$ cat src/rtl/chiplib_clkgate_ctrl.sv
// Clock-enable controller for a post-ICG: gates the local clock after a
// programmable idle period and restores it with a settle delay on demand.
module chiplib_clkgate_ctrl #(
   parameter int IDLE_CNT_W = 8,
   parameter int WAKE_DLY   = 2,
   parameter int GCNT_W     = 16
) (
   input  logic                  clkin,
   input  logic                  rst_n,
   input  logic                  en_gating,
   input  logic                  force_on,
   input  logic                  busy,
   input  logic [IDLE_CNT_W-1:0] idle_thresh,
   input  logic                  wake_req,
   input  logic                  cnt_clr,
   output logic                  clken,
   output logic                  clk_active,
   output logic                  wake_ack,
   output logic [1:0]            state,
   output logic [GCNT_W-1:0]     gate_cnt
);

   typedef enum logic [1:0] {
      S_RUN   = 2'b00,
      S_IDLE  = 2'b01,
      S_GATED = 2'b10,
      S_WAKE  = 2'b11
   } state_e;

   localparam logic [3:0] WakeLast = 4'(WAKE_DLY - 1);

   state_e                state_q, state_d;
   logic [IDLE_CNT_W-1:0] idle_q, idle_d;
   logic [3:0]            wake_q, wake_d;
   logic [GCNT_W-1:0]     gcnt_q, gcnt_d;
   logic                  clken_q, clken_d;
   logic                  act_q, act_d;
   logic                  ack_q, ack_d;
   logic                  hold;
   logic                  gate_ev;

   always_comb begin
      hold    = busy | force_on | wake_req | ~en_gating;
      state_d = state_q;
      idle_d  = idle_q;
      wake_d  = wake_q;
      gate_ev = 1'b0;
      unique case (state_q)
         S_RUN: begin
            idle_d = '0;
            if (!hold) state_d = S_IDLE;
         end
         S_IDLE: begin
            if (hold) begin
               state_d = S_RUN;
               idle_d  = '0;
            end else if (idle_q >= idle_thresh) begin
               state_d = S_GATED;
               idle_d  = '0;
               gate_ev = 1'b1;
            end else begin
               idle_d = idle_q + 1'b1;
            end
         end
         S_GATED: begin
            if (hold) begin
               state_d = S_WAKE;
               wake_d  = '0;
            end
         end
         S_WAKE: begin
            // inputs are deliberately ignored until the clock has settled
            wake_d = wake_q + 4'd1;
            if (wake_q == WakeLast) begin
               state_d = S_RUN;
               wake_d  = '0;
            end
         end
      endcase

      clken_d = (state_d != S_GATED);
      act_d   = (state_d == S_RUN) || (state_d == S_IDLE);
      ack_d   = (state_d == S_RUN) && wake_req;

      gcnt_d = gcnt_q;
      if (cnt_clr) begin
         gcnt_d = '0;
      end else if (gate_ev && (gcnt_q != '1)) begin
         gcnt_d = gcnt_q + 1'b1;
      end
   end

   always_ff @(posedge clkin or negedge rst_n) begin
      if (!rst_n) begin
         state_q <= S_RUN;
         idle_q  <= '0;
         wake_q  <= '0;
         gcnt_q  <= '0;
         clken_q <= 1'b1;
         act_q   <= 1'b1;
         ack_q   <= 1'b0;
      end else begin
         state_q <= state_d;
         idle_q  <= idle_d;
         wake_q  <= wake_d;
         gcnt_q  <= gcnt_d;
         clken_q <= clken_d;
         act_q   <= act_d;
         ack_q   <= ack_d;
      end
   end

   assign clken      = clken_q;
   assign clk_active = act_q;
   assign wake_ack   = ack_q;
   assign state      = state_q;
   assign gate_cnt   = gcnt_q;

endmodule

$ cat config.mk
export PLATFORM = sky130hd
export DESIGN_NAME = chiplib_clkgate_ctrl
export DESIGN_NICKNAME = d
export VERILOG_FILES = /design/src/rtl/chiplib_clkgate_ctrl.sv
export SDC_FILE = /design/constraint.sdc
export NUM_CORES = 1
export LEC_CHECK = 0
export BUFFER_PORTS_ARGS = -buffer_cell sky130_fd_sc_hd__buf_2
export CORE_MARGIN = 2
export CORE_UTILIZATION = 55
export DETAILED_ROUTE_END_ITERATION = 7
export PLACE_DENSITY = 0.79
export SLEW_MARGIN = 20
export SYNTH_ARGS = -nofsm -noshare
export SYNTH_HDL_FRONTEND = slang
export SYNTH_SLANG_ARGS = --single-unit
$ cat constraint.sdc
create_clock -name clkin -period 2.66 [get_ports clkin]
set_input_delay 0.266 -clock clkin [delete_from_list [all_inputs] [get_ports clkin]]
set_output_delay 0.266 -clock clkin [all_outputs]
set_load 0.02 [all_outputs]
# Word level (Yosys, flattened, before mapping)
# Index checks and enable logic that the tools add are counted.
dict set report totals {
  reg_bits 33
  word_cells 49
  input_bits 15
  out_inout_bits 21
}
dict set report classes {
  n_eq_ne 8
  bitwise 4
  n_lt_le_gt_ge 1
  add_sub_neg 3
  muxes 17
  n_reduce_logical 9
}
# cell n
set op_table {}
lappend op_table {{$mux 16} 2}
lappend op_table {{$add 16x1->16 const B} 1}
lappend op_table {{$mux 8} 2}
lappend op_table {{$ne 16x16->1 const B} 1}
lappend op_table {{$pmux 8 s2} 1}
lappend op_table {{$mux 2} 5}
lappend op_table {{$add 8x1->8 const B} 1}
lappend op_table {{$ge 8x8->1} 1}
lappend op_table {{$mux 4} 2}
lappend op_table {{$pmux 2 s4} 1}
lappend op_table {{$pmux 4 s2} 1}
lappend op_table {{$reduce_bool 2->1} 3}
lappend op_table {{$add 4x1->4 const B} 1}
lappend op_table {{$eq 2x1->1 const B} 2}
lappend op_table {{$eq 2x2->1 const B} 2}
lappend op_table {{$eq 4x1->1 const B} 1}
lappend op_table {{$logic_not 2->1} 2}
lappend op_table {{$ne 2x2->1 const B} 2}
lappend op_table {{$mux 1} 3}
lappend op_table {{$or 1x1->1} 3}
lappend op_table {{$logic_and 1x1->1} 2}
lappend op_table {{$reduce_and 2->1} 1}
lappend op_table {{$logic_or 1x1->1} 1}
lappend op_table {{$not 1->1} 1}

# Depth between registers and ports, before layout
# Gate-level depths: netlist of the first run.
dict set report logic_depth {
  ltp_word 8
  ltp_mapped 9
  mapped_depth_nobuf 7
}

# Worst setup path after synthesis of the first run
# No wires, ideal clock.
dict set report synth_timing {
  path_kind {flip-flop to flip-flop}
  from {register idle_q[0]}
  to {register idle_q[5]}
  n_path_buf 2
  stages_incl_launch_ff 10
  setup_time_ns 0.116
  period_less_slack_ns 2.288
  arrival_time_ns 2.172
  t_required_ns 2.544
  setup_slack_ns 0.372
  path_cell_list {dfrtp_1 inv_1 ha_1 nand2b_1 a2111o_1 a31oi_1 clkbuf_1 clkbuf_1 nand4_1 o311ai_0}
}
dict set report synth_via {
  elab_chain_cells 4
  elab_cells_between_ends 5
  classes_between {add/sub: 1; order compare: 1; mux: 3}
}
# item line_no
set synth_lines {}
lappend synth_lines {{start, declared} 33} ;# logic [IDLE_CNT_W-1:0] idle_q, idle_d;
lappend synth_lines {{start signal, assigned} 104} ;# idle_q <= idle_d;
lappend synth_lines {{$add 8x1->8 / $ge 8x8->1 (equally long branches)} {62, 57}}
lappend synth_lines {{$mux 8 (*)} 57} ;# end else if (idle_q >= idle_thresh) begin
lappend synth_lines {{$mux 8 (*)} 54} ;# if (hold) begin
lappend synth_lines {{$pmux 8 s2 (*)} 48} ;# unique case (state_q)
# Every way passes the cells marked *; elsewhere a longest branch is shown, timed or not.
# A chain may end at the register's enable or synchronous reset.

# Worst setup path in the final report of the first run
# Same ends and word-level chain as after synthesis.

==> run metrics, run 1 <==
Final Hold Viols 0; area of the multi-input gates 1100 um2; internal power about 0.64 mW; Avg Cell Area, Syn 9.00 um2; clock transition at the registers of the reported paths 0.11 ns; relative slew slack 0.516; GRT Residual Overflow 0; maximum vdd drop roughly 360 uV; Iter 0 DRT Violations 127; Synth Area in XOR/XNOR 0.00868; highest routing layer actually used met4; TritonCTS buffer count 5; FILL cells 291; number of global-route vias before repair 1,761; Seq pwr share 0.598; crit-path cells inv_1 -> ha_1 -> nand2b_1 -> a2111o_1 -> a31oi_2 -> buf_4 -> nand2_1 -> o311ai_1; fin nets about 290; met2 routed WL 2130 um; worst hold start wake_req; mux share of post-synthesis cell area 0.0378; Fin Setup TNS 0 ns; Post-Syn Area between 2000 and 2500 um2; WP depth 8; Starting Density 0.590; area share of fa/ha/maj cells after synthesis 0.0744; Final HPWL DP slightly above 3000 um; Max clock buf depth 2; Yosys top cell by area dfrtp_1; top cells by area, synth dfrtp_1 38%, ha_1 7.4%, o31ai_1 4.1%; simple-gate share of the synthesized area 0.236; Reg area 828 um2; drt wl/cell between 10 and 15 um; Post-synth top cells 31 x dfrtp_1, 19 x nor2_1, 17 x nand2_1, 16 x o21ai_0, 14 x a21oi_1; GP Congestion between 0.8 and 0.9; NetSw 0.232 mW; Sw Share 0.267; worst path buffer plus inverter count 2; slowest stage delay, CP 0.45 ns; DIE HEIGHT between 60 and 70 um; met3 wire length 231 um; post-synthesis register bit count 33; Via Count about 1.8k; Synth Flop Type dfrtp_1; crit path max fanout 29; sequential cell area fraction in the yosys report 0.411; Area growth syn-to-layout 13.9%; Setup crit end kind register; CTS Root Cell clkbuf_4; Worst EP required 2.91 ns; final WL roughly 4400 um; DRC Markers 0; RSZ-0062 raised after global routing no; fin. max-slew vios 0; antenna cell count 0; hold slack between 0.1 and 0.15 ns; Worst-Margin Slew 0.726 ns; final worst path period share 0.893; Antenna Violating Nets Remaining 0; fmax ~420 MHz; wire length on met1 slightly below 2000 um; Post-synth EDFFs 0; Netlist cell types 44; setup repair bufs after CTS 0; DIE WIDTH 64.6 um; Place WS 0.190 ns; Max stage delay cell, worst path a2111o_1; initial antenna violation count 0; Core Region between 3000 and 4000 um2; IO Pins 36; Worst EP arrival 2.62 ns; syn_nets 251; Async SR Flop Fraction 1.00; Startpoint Class register; Pleak between 1 and 1.5 nW; beginning of the critical path idle_q[0]$_DFFE_PN0P_; Largest delay share family, worst path compound AO/OA/AOI/OAI gates; clock tree sinks 33; Synth top area share 0.385; H-Tree Depth 2; Compound-Gate Fraction of Synth Area 0.184; Cell Pwr Density between 300 and 400 nW/um2; drt pass-1 iters 4; layout cells sized above 1 0.208; reg2reg start idle_q[0]$_DFFE_PN0P_; CP Class reg -> reg; Synth Instances 224; # Max-Cap Violations 0; Reg2Reg Depth 8; Ys Warns 0; Comb power frac 0.076; full die area 4170 um2; overall routing resource usage 0.241; status completed; Final Util 0.673; hold path depth 3; Port Buffers 35; pin count of the biggest net entering global routing 34; clock tree from TritonCTS done; Clk network pwr share 0.326; clock insertion delay at the later pin of the skew report 0.35 ns; hold crit path type in -> reg; # rows 21; first-pass GRT wire length 7840 um; main combinational cell family by area after synthesis simple AND/OR/NAND/NOR gates; Final Critical Period between 2 and 2.5 ns; via/cell ratio 5.99; Finish-stage setup viols 0; fin worst setup slack 0.285 ns; count leader, synth dfrtp_1; Fin Clk Skew roughly 0.0084 ns
==> metal layers <==
layer / global-route usage / up-vias
li1: - / 893
met1: 0.314 / 884
met4: 0.101 / 0
met3: 0.0538 / 7
met2: 0.387 / 49
met5: 0 / -
==> registers in the layout, indices dropped and copies added (netlist names) <==
| signal | flops |
|---|---|
| idle_q | 8 |
| clken | 1 |
| state | 2 |
| clk_active | 1 |
| wake_q | 4 |
| wake_ack | 1 |
| gate_cnt | 16 |
==> through the flow <==
| stage | instance area, um2 | std cells | power (mW) |
|---|---|---|---|
| floorplan | 2020 | 224 | 0.566 |
| global route | 2300 | 306 | 0.919 |
| finish | 2300 | 306 | 0.870 |
| detailed placement | 2230 | 297 | 0.596 |
| CTS | 2300 | 306 | 0.885 |
| global placement | 2230 | 297 | 0.593 |
==> final cells by class <==
class	instances	area share
timing repair buffer	40	0.0937
clock inverter	3	0.00763
clock buffer	5	0.0163
tap	46	0.0251
sequential	33	0.361
multi-input combinational	167	0.477
inverter	12	0.0196
==> tightest hold or removal path: stages <==
cell and delay [ns]:
buf_2 0.10, inv_1 0.04, a211oi_1 0.03
==> cell usage in the layout (no fill, tap or decap), types with 4 or more instances in the layout <==
master    synthesis  routed
clkbuf_4          0       5
nor2_1           19      19
nor2b_1           6       6
dfrtp_1          31      31
nand3_1          10      10
nand4_1           5       5
or4_1             8       8
ha_1             12      12
buf_2             1      35
inv_1            12      12
and3_1            5       5
o31ai_1          11      11
o21ai_0          16      16
mux2_1            4       4
buf_4             0       4
nand2_1          17      17
a21oi_1          14      14
==> final timing paths <==
check                                           endpoint  slack (ns)
worst max register to register     idle_q[5]$_DFFE_PN0P_        0.28
max in group asynchronous       gate_cnt[12]$_DFFE_PN0P_        1.69
worst max-delay path               idle_q[5]$_DFFE_PN0P_        0.28
min in group asynchronous          idle_q[5]$_DFFE_PN0P_        0.51
worst min register to register     wake_q[3]$_DFFE_PN0P_        0.50
worst min-delay path                  wake_ack$_DFF_PN0_        0.14
==> what timing repair did <==
item	CTS	global route
hold buffers	1	0
setup endpoints to repair	0	1
hold endpoints to repair	31	0
gates resized for setup	0	1
==> cells by family (layout without fill, tap and decap cells) <==
| kind of cell | count (synthesis) | count (layout) |
|---|---|---|
| fa+ha+maj | 12 | 12 |
| simple gates | 88 | 88 |
| compound gates | 58 | 58 |
| xor+xnor | 2 | 2 |
| mux | 7 | 7 |
| flops | 33 | 33 |
| buf+inv | 24 | 60 |
==> power by group through the flow <==
stage	Sequential [mW]	Clock, mW	Combinational [mW]
after CTS	0.520	0.297	0.0678
after global placement	0.530	0	0.0633
after floorplan	0.530	0	0.0360
after detailed placement	0.530	0	0.0663
after global routing	0.522	0.318	0.0793
final	0.520	0.284	0.0664
Note: power is estimated with default switching activity, not from simulation.
==> run 2: changes to the inputs <==
CAP_MARGIN = 20   (was default)
CORE_MARGIN = 1.5   (was 2)
CORE_UTILIZATION = 60   (was 55)
PLACE_DENSITY = 0.85   (was 0.79)
clock period = 2.8 ns   (was 2.66 ns; I/O delays follow)
==> run 2 against run 1 <==
  * First-iteration DRC count fell by 24%
  * Via count increased by 2.4%
  * Total power down 5.8%
  * Non-clock buffer count stayed put
==> run metrics, run 2 (synthesis results as in run 1) <==
status completed; Setup crit end kind register; Worst EP required 3.02 ns (+0.11 ns); antenna cell count 0 (unchanged); Iter 0 DRT Violations 96 (-24%); Core Region 3130 um2 (-8.4%); clock transition at the registers of the reported paths 0.10 ns (about the same); Pleak 1.05 nW (about the same); Fin Clk Skew 0.00961 ns (+0.00123 ns); clock tree sinks 33 (unchanged); fin. max-slew vios 0 (unchanged); RSZ-0062 raised after global routing no; DIE HEIGHT 61.0 um (-5.5%); relative slew slack 0.523 (+0.00682); crit path max fanout 29 (unchanged); Fin Setup TNS 0 ns (unchanged); Final HPWL DP 3170 um (+2.7%); Area growth syn-to-layout 13.6%; GRT Residual Overflow 0 (unchanged); Startpoint Class register; pin count of the biggest net entering global routing 34 (unchanged); clock insertion delay at the later pin of the skew report 0.35 ns (about the same); Worst EP arrival 2.70 ns (+0.08 ns); Port Buffers 35 (unchanged); layout cells sized above 1 0.204 (-0.00385); Final Hold Viols 0 (unchanged); CP Class reg -> reg; initial antenna violation count 0 (unchanged); highest-count cells in the layout ignoring fill and taps 35 x buf_2, 31 x dfrtp_1, 19 x nor2_1; full die area 3720 um2 (-11%); Final Critical Period 2.48 ns (+0.105 ns); placed cells 295 (-0.67%); fin nets 286 (unchanged); DIE WIDTH 61.0 um (-5.5%); fmax 403 MHz (-4.2%); FILL cells 254 (-13%); overall routing resource usage 0.279 (+0.0379); area of the multi-input gates 1100 um2 (unchanged); # rows 20 (-4.8%); GP Congestion 0.796 (-8.5%); Max clock buf depth 2 (unchanged); CTS Root Cell clkbuf_4; Reg area 828 um2 (unchanged); Finish-stage setup viols 0 (unchanged); DRC Markers 0 (unchanged); Final Instance Count excl. Fillers 304 (-0.65%); first-pass GRT wire length 7460 um (-4.8%); final worst path period share 0.886 (-0.00729); Via Count 1,877 (+2.4%); commonest non-fill, non-tap cell in the layout buf_2; IO Pins 36 (unchanged); maximum vdd drop 278 uV (-22%); hold crit path type in -> reg; drt pass-1 iters 4 (unchanged); final WL 4480 um (+1.4%); via/cell ratio 6.17 (+3.1%); Starting Density 0.645 (+0.0543); TritonCTS buffer count 5 (unchanged); Cell Pwr Density 358 nW/um2 (-5.6%); clock tree from TritonCTS done; max reg flops 16 (unchanged); number of global-route vias before repair 1,654 (-6.1%); Worst-Margin Slew 0.715 ns (-0.0102 ns); # Max-Cap Violations 0 (unchanged); drt wl/cell 14.7 um (+2.1%); Antenna Violating Nets Remaining 0 (unchanged); H-Tree Depth 2 (unchanged)
-- run 2: area by class of cell --
type | instances | share of cell area
Tap cell | 44 | 0.0240
Clock buffer | 6 | 0.0180
Multi-Input combinational cell | 167 | 0.478
Timing Repair Buffer | 40 | 0.0939
Inverter | 12 | 0.0197
Clock inverter | 2 | 0.00437
Sequential cell | 33 | 0.362
-- run 2: critical path: stages, from the launching register on --
cell	delay, ns
dfrtp_1	0.42
inv_1	0.06
ha_1	0.26
nand2b_1	0.14
a2111o_1	0.43
a31oi_2	0.13
buf_4	0.30
nand2_1	0.18
o311ai_0	0.42
-- run 2: per-layer routing --
layer / global-route usage / part of all wire
met1: 0.365 / 0.43
met2: 0.441 / 0.49
met3: 0.0832 / 0.064
met4: 0.0994 / 0.013
met5: 0 / 0
-- run 2: worst paths after layout --
check	startpoint	to	slack, ns	cells past startpoint
max in group asynchronous	rst_n	gate_cnt[8]$_DFFE_PN0P_	1.82	2
max	idle_q[0]$_DFFE_PN0P_	idle_q[5]$_DFFE_PN0P_	0.32	8
min in group asynchronous	rst_n	wake_q[1]$_DFFE_PN0P_	0.52	2
min reg2reg	wake_q[3]$_DFFE_PN0P_	wake_q[3]$_DFFE_PN0P_	0.50	1
min	wake_req	wake_ack$_DFF_PN0_	0.18	3
max reg2reg	idle_q[0]$_DFFE_PN0P_	idle_q[5]$_DFFE_PN0P_	0.32	8
-- run 2: timing repair --
| action | in CTS | in global routing |
|---|---|---|
| endpoints found under the setup margin | 0 | 0 |
| hold endpoints to repair | 20 | 0 |
| hold buffers | 1 | 0 |
| gates resized for setup | 0 | 0 |
| buffers inserted | 0 | 0 |
-- run 2: per-stage QoR --
step	cell area, um2	utilization	total power [mW]	setup slack [ns]	hold slack [ns]
final	2290	0.732	0.820	0.320	0.179
after global routing	2290	0.732	0.865	0.127	0.152
after CTS	2290	0.732	0.827	0.302	0.176
after detailed placement	2230	0.713	0.567	0.329	0.386
after global placement	2230	0.713	0.564	0.381	0.381
after floorplan	2020	-	0.537	0.512	-0.0156
-- run 2: power by group --
group	internal [mW]	switching [mW]
Combinational	0.0261	0.0371
Clock	0.0954	0.166
Sequential	0.486	0.00915
==> run 3: changes to the inputs <==
REMOVE_ABC_BUFFERS = 1   (was default)
==> run 3 against run 2 <==
  * The run now ends with hold timing left
  * Clock skew up 0.0049 ns
  * Critical path depth did not move
  * Combinational power shrank 2%
  * Register-to-register slack improved by 0.09 ns
  * Core utilization decreased by 0.080 points
  * Largest power group unchanged
  * Hold slack worse by 0.19 ns
  * Wire length fell by 3.5%
  * Fmax rose by 3.6%
  * Non-clock buffer count decreased by 1
  * Critical endpoint is now gate_cnt[9]$_DFFE_PN0P_
  * Sequential power about the same
  * Count of clock-buffer cells in the layout grew 2
  * Largest cell class unchanged
  * Sequential share of layout area is essentially flat
==> run metrics, run 3 (synthesis results as in run 1) <==
Final Instance Count excl. Fillers 303 (-0.33%); Pleak 1.05 nW (-0.34%); clock tree sinks 33 (unchanged); relative slew slack 0.518 (-0.00487); crit path max fanout 27 (-6.9%); Final Hold Viols 23 (+23); status complete, but fails checks; layout cells sized above 1 0.201 (-0.00307); commonest non-fill, non-tap cell in the layout buf_2; placed cells 295 (unchanged); Cell Pwr Density 368 nW/um2 (+2.9%); drt pass-1 iters 4 (unchanged); initial antenna violation count 0 (unchanged); Finish-stage setup viols 0 (unchanged); highest-count cells in the layout ignoring fill and taps 35 x buf_2, 31 x dfrtp_1, 19 x nor2_1; hold crit path type in -> async; fmax 418 MHz (+3.6%); final worst path period share 0.855 (-0.0307); clock transition at the registers of the reported paths 0.10 ns (about the same); # Max-Cap Violations 0 (unchanged); H-Tree Depth 2 (unchanged); DRC Markers 0 (unchanged); CTS Root Cell clkbuf_4; hold slack -0.0140 ns (-0.193 ns); TritonCTS buffer count 5 (unchanged); overall routing resource usage 0.264 (-0.0142); Port Buffers 35 (unchanged); Iter 0 DRT Violations 92 (-4.2%); Place WS 0.340 ns (+0.0111 ns); via/cell ratio 6.11 (-1.1%); IO Pins 36 (unchanged); Starting Density 0.645 (unchanged); Final Critical Period 2.39 ns (-0.0859 ns); Worst EP arrival 2.61 ns (-0.09 ns); Via Count 1,851 (-1.4%); antenna cell count 0 (unchanged); clock insertion delay at the later pin of the skew report 0.34 ns (about the same); GP Congestion 0.814 (+2.3%); Setup crit end kind register; Max clock buf depth 2 (unchanged); GRT Residual Overflow 0 (unchanged); RSZ-0062 raised after global routing no; Worst EP required 3.02 ns (about the same); clock tree from TritonCTS done; drt wl/cell 14.3 um (-3.1%); Post-CTS Resized 0 (unchanged); failing checks hold timing; Antenna Violating Nets Remaining 0 (unchanged); Core Region 3130 um2 (unchanged); first-pass GRT wire length 7270 um (-2.6%); beginning of the critical path idle_q[0]$_DFFE_PN0P_; number of global-route vias before repair 1,628 (-1.6%); setup repair bufs after CTS 0 (unchanged); reg2reg start idle_q[0]$_DFFE_PN0P_; final WL 4320 um (-3.5%); FILL cells 255 (+0.39%); # rows 20 (unchanged); CP Class reg -> reg; Final Util 0.732 (-0.000800); maximum vdd drop 330 uV (+19%); fin. max-slew vios 0 (unchanged); Worst-Margin Slew 0.723 ns (+0.00731 ns); Area growth syn-to-layout 13.5%; Final HPWL DP 3030 um (-4.3%); Fin Clk Skew 0.0145 ns (+0.00494 ns); fin worst setup slack 0.406 ns (+0.0859 ns); fin nets 285 (-0.35%); DIE WIDTH 61.0 um (unchanged); hold_buf cts 0 (-1); DIE HEIGHT 61.0 um (unchanged); pin count of the biggest net entering global routing 34 (unchanged); max reg flops 16 (unchanged); Startpoint Class register; full die area 3720 um2 (unchanged)
-- run 3: layout make-up --
class	count	area (um2)	share of cell area
clock buffer	8	58.8	0.0257
inverter	12	45.0	0.0197
multi-input combinational	167	1100	0.479
sequential	33	828	0.362
tap	44	55.1	0.0241
timing repair buffer	39	205	0.0897
-- run 3: critical path, cell delays in order, from the launching register on --
cell	delay [ns]
dfrtp_1	0.43
inv_1	0.06
ha_1	0.26
nand2b_1	0.14
a2111o_1	0.44
a31oi_2	0.19
buf_4	0.30
nor4_1	0.12
mux2_1	0.34
-- run 3: path summary, 6_finish.rpt --
check                                          end  slack [ns]  cells after the start
max                        gate_cnt[9]$_DFFE_PN0P_        0.41                      8
min                          wake_q[3]$_DFFE_PN0P_       -0.01                      1
max reg2reg                gate_cnt[9]$_DFFE_PN0P_        0.41                      8
min reg2reg                  wake_q[3]$_DFFE_PN0P_        0.50                      1
max in group asynchronous  gate_cnt[0]$_DFFE_PN0P_        2.34                      1
min in group clkin              wake_ack$_DFF_PN0_        0.15                      3
-- run 3: power by group --
| group | switching [mW] | internal (mW) | leakage (nW) |
|---|---|---|---|
| Clock | 0.161 | 0.124 | 0.0326 |
| Combinational | 0.0367 | 0.0253 | 0.582 |
| Sequential | 0.00983 | 0.486 | 0.434 |
| Total | 0.208 | 0.635 | 1.05 |
-- run 3: per-layer routing --
metal / vias to the layer above / track usage / part of all wire
li1: 906 / - / -
met1: 864 / 0.369 / 0.45
met2: 73 / 0.413 / 0.46
met3: 8 / 0.0640 / 0.075
met4: 0 / 0.0745 / 0.017
met5: - / 0 / 0
-- run 3: metrics by stage --
stage	instance area [um2]	TNS, ns	total power, mW
after global placement	2230	0	0.564
after global routing	2290	0	0.875
after CTS	2290	0	0.846
after floorplan	1960	-0.337	0.534
final	2290	0	0.842
after detailed placement	2230	0	0.567
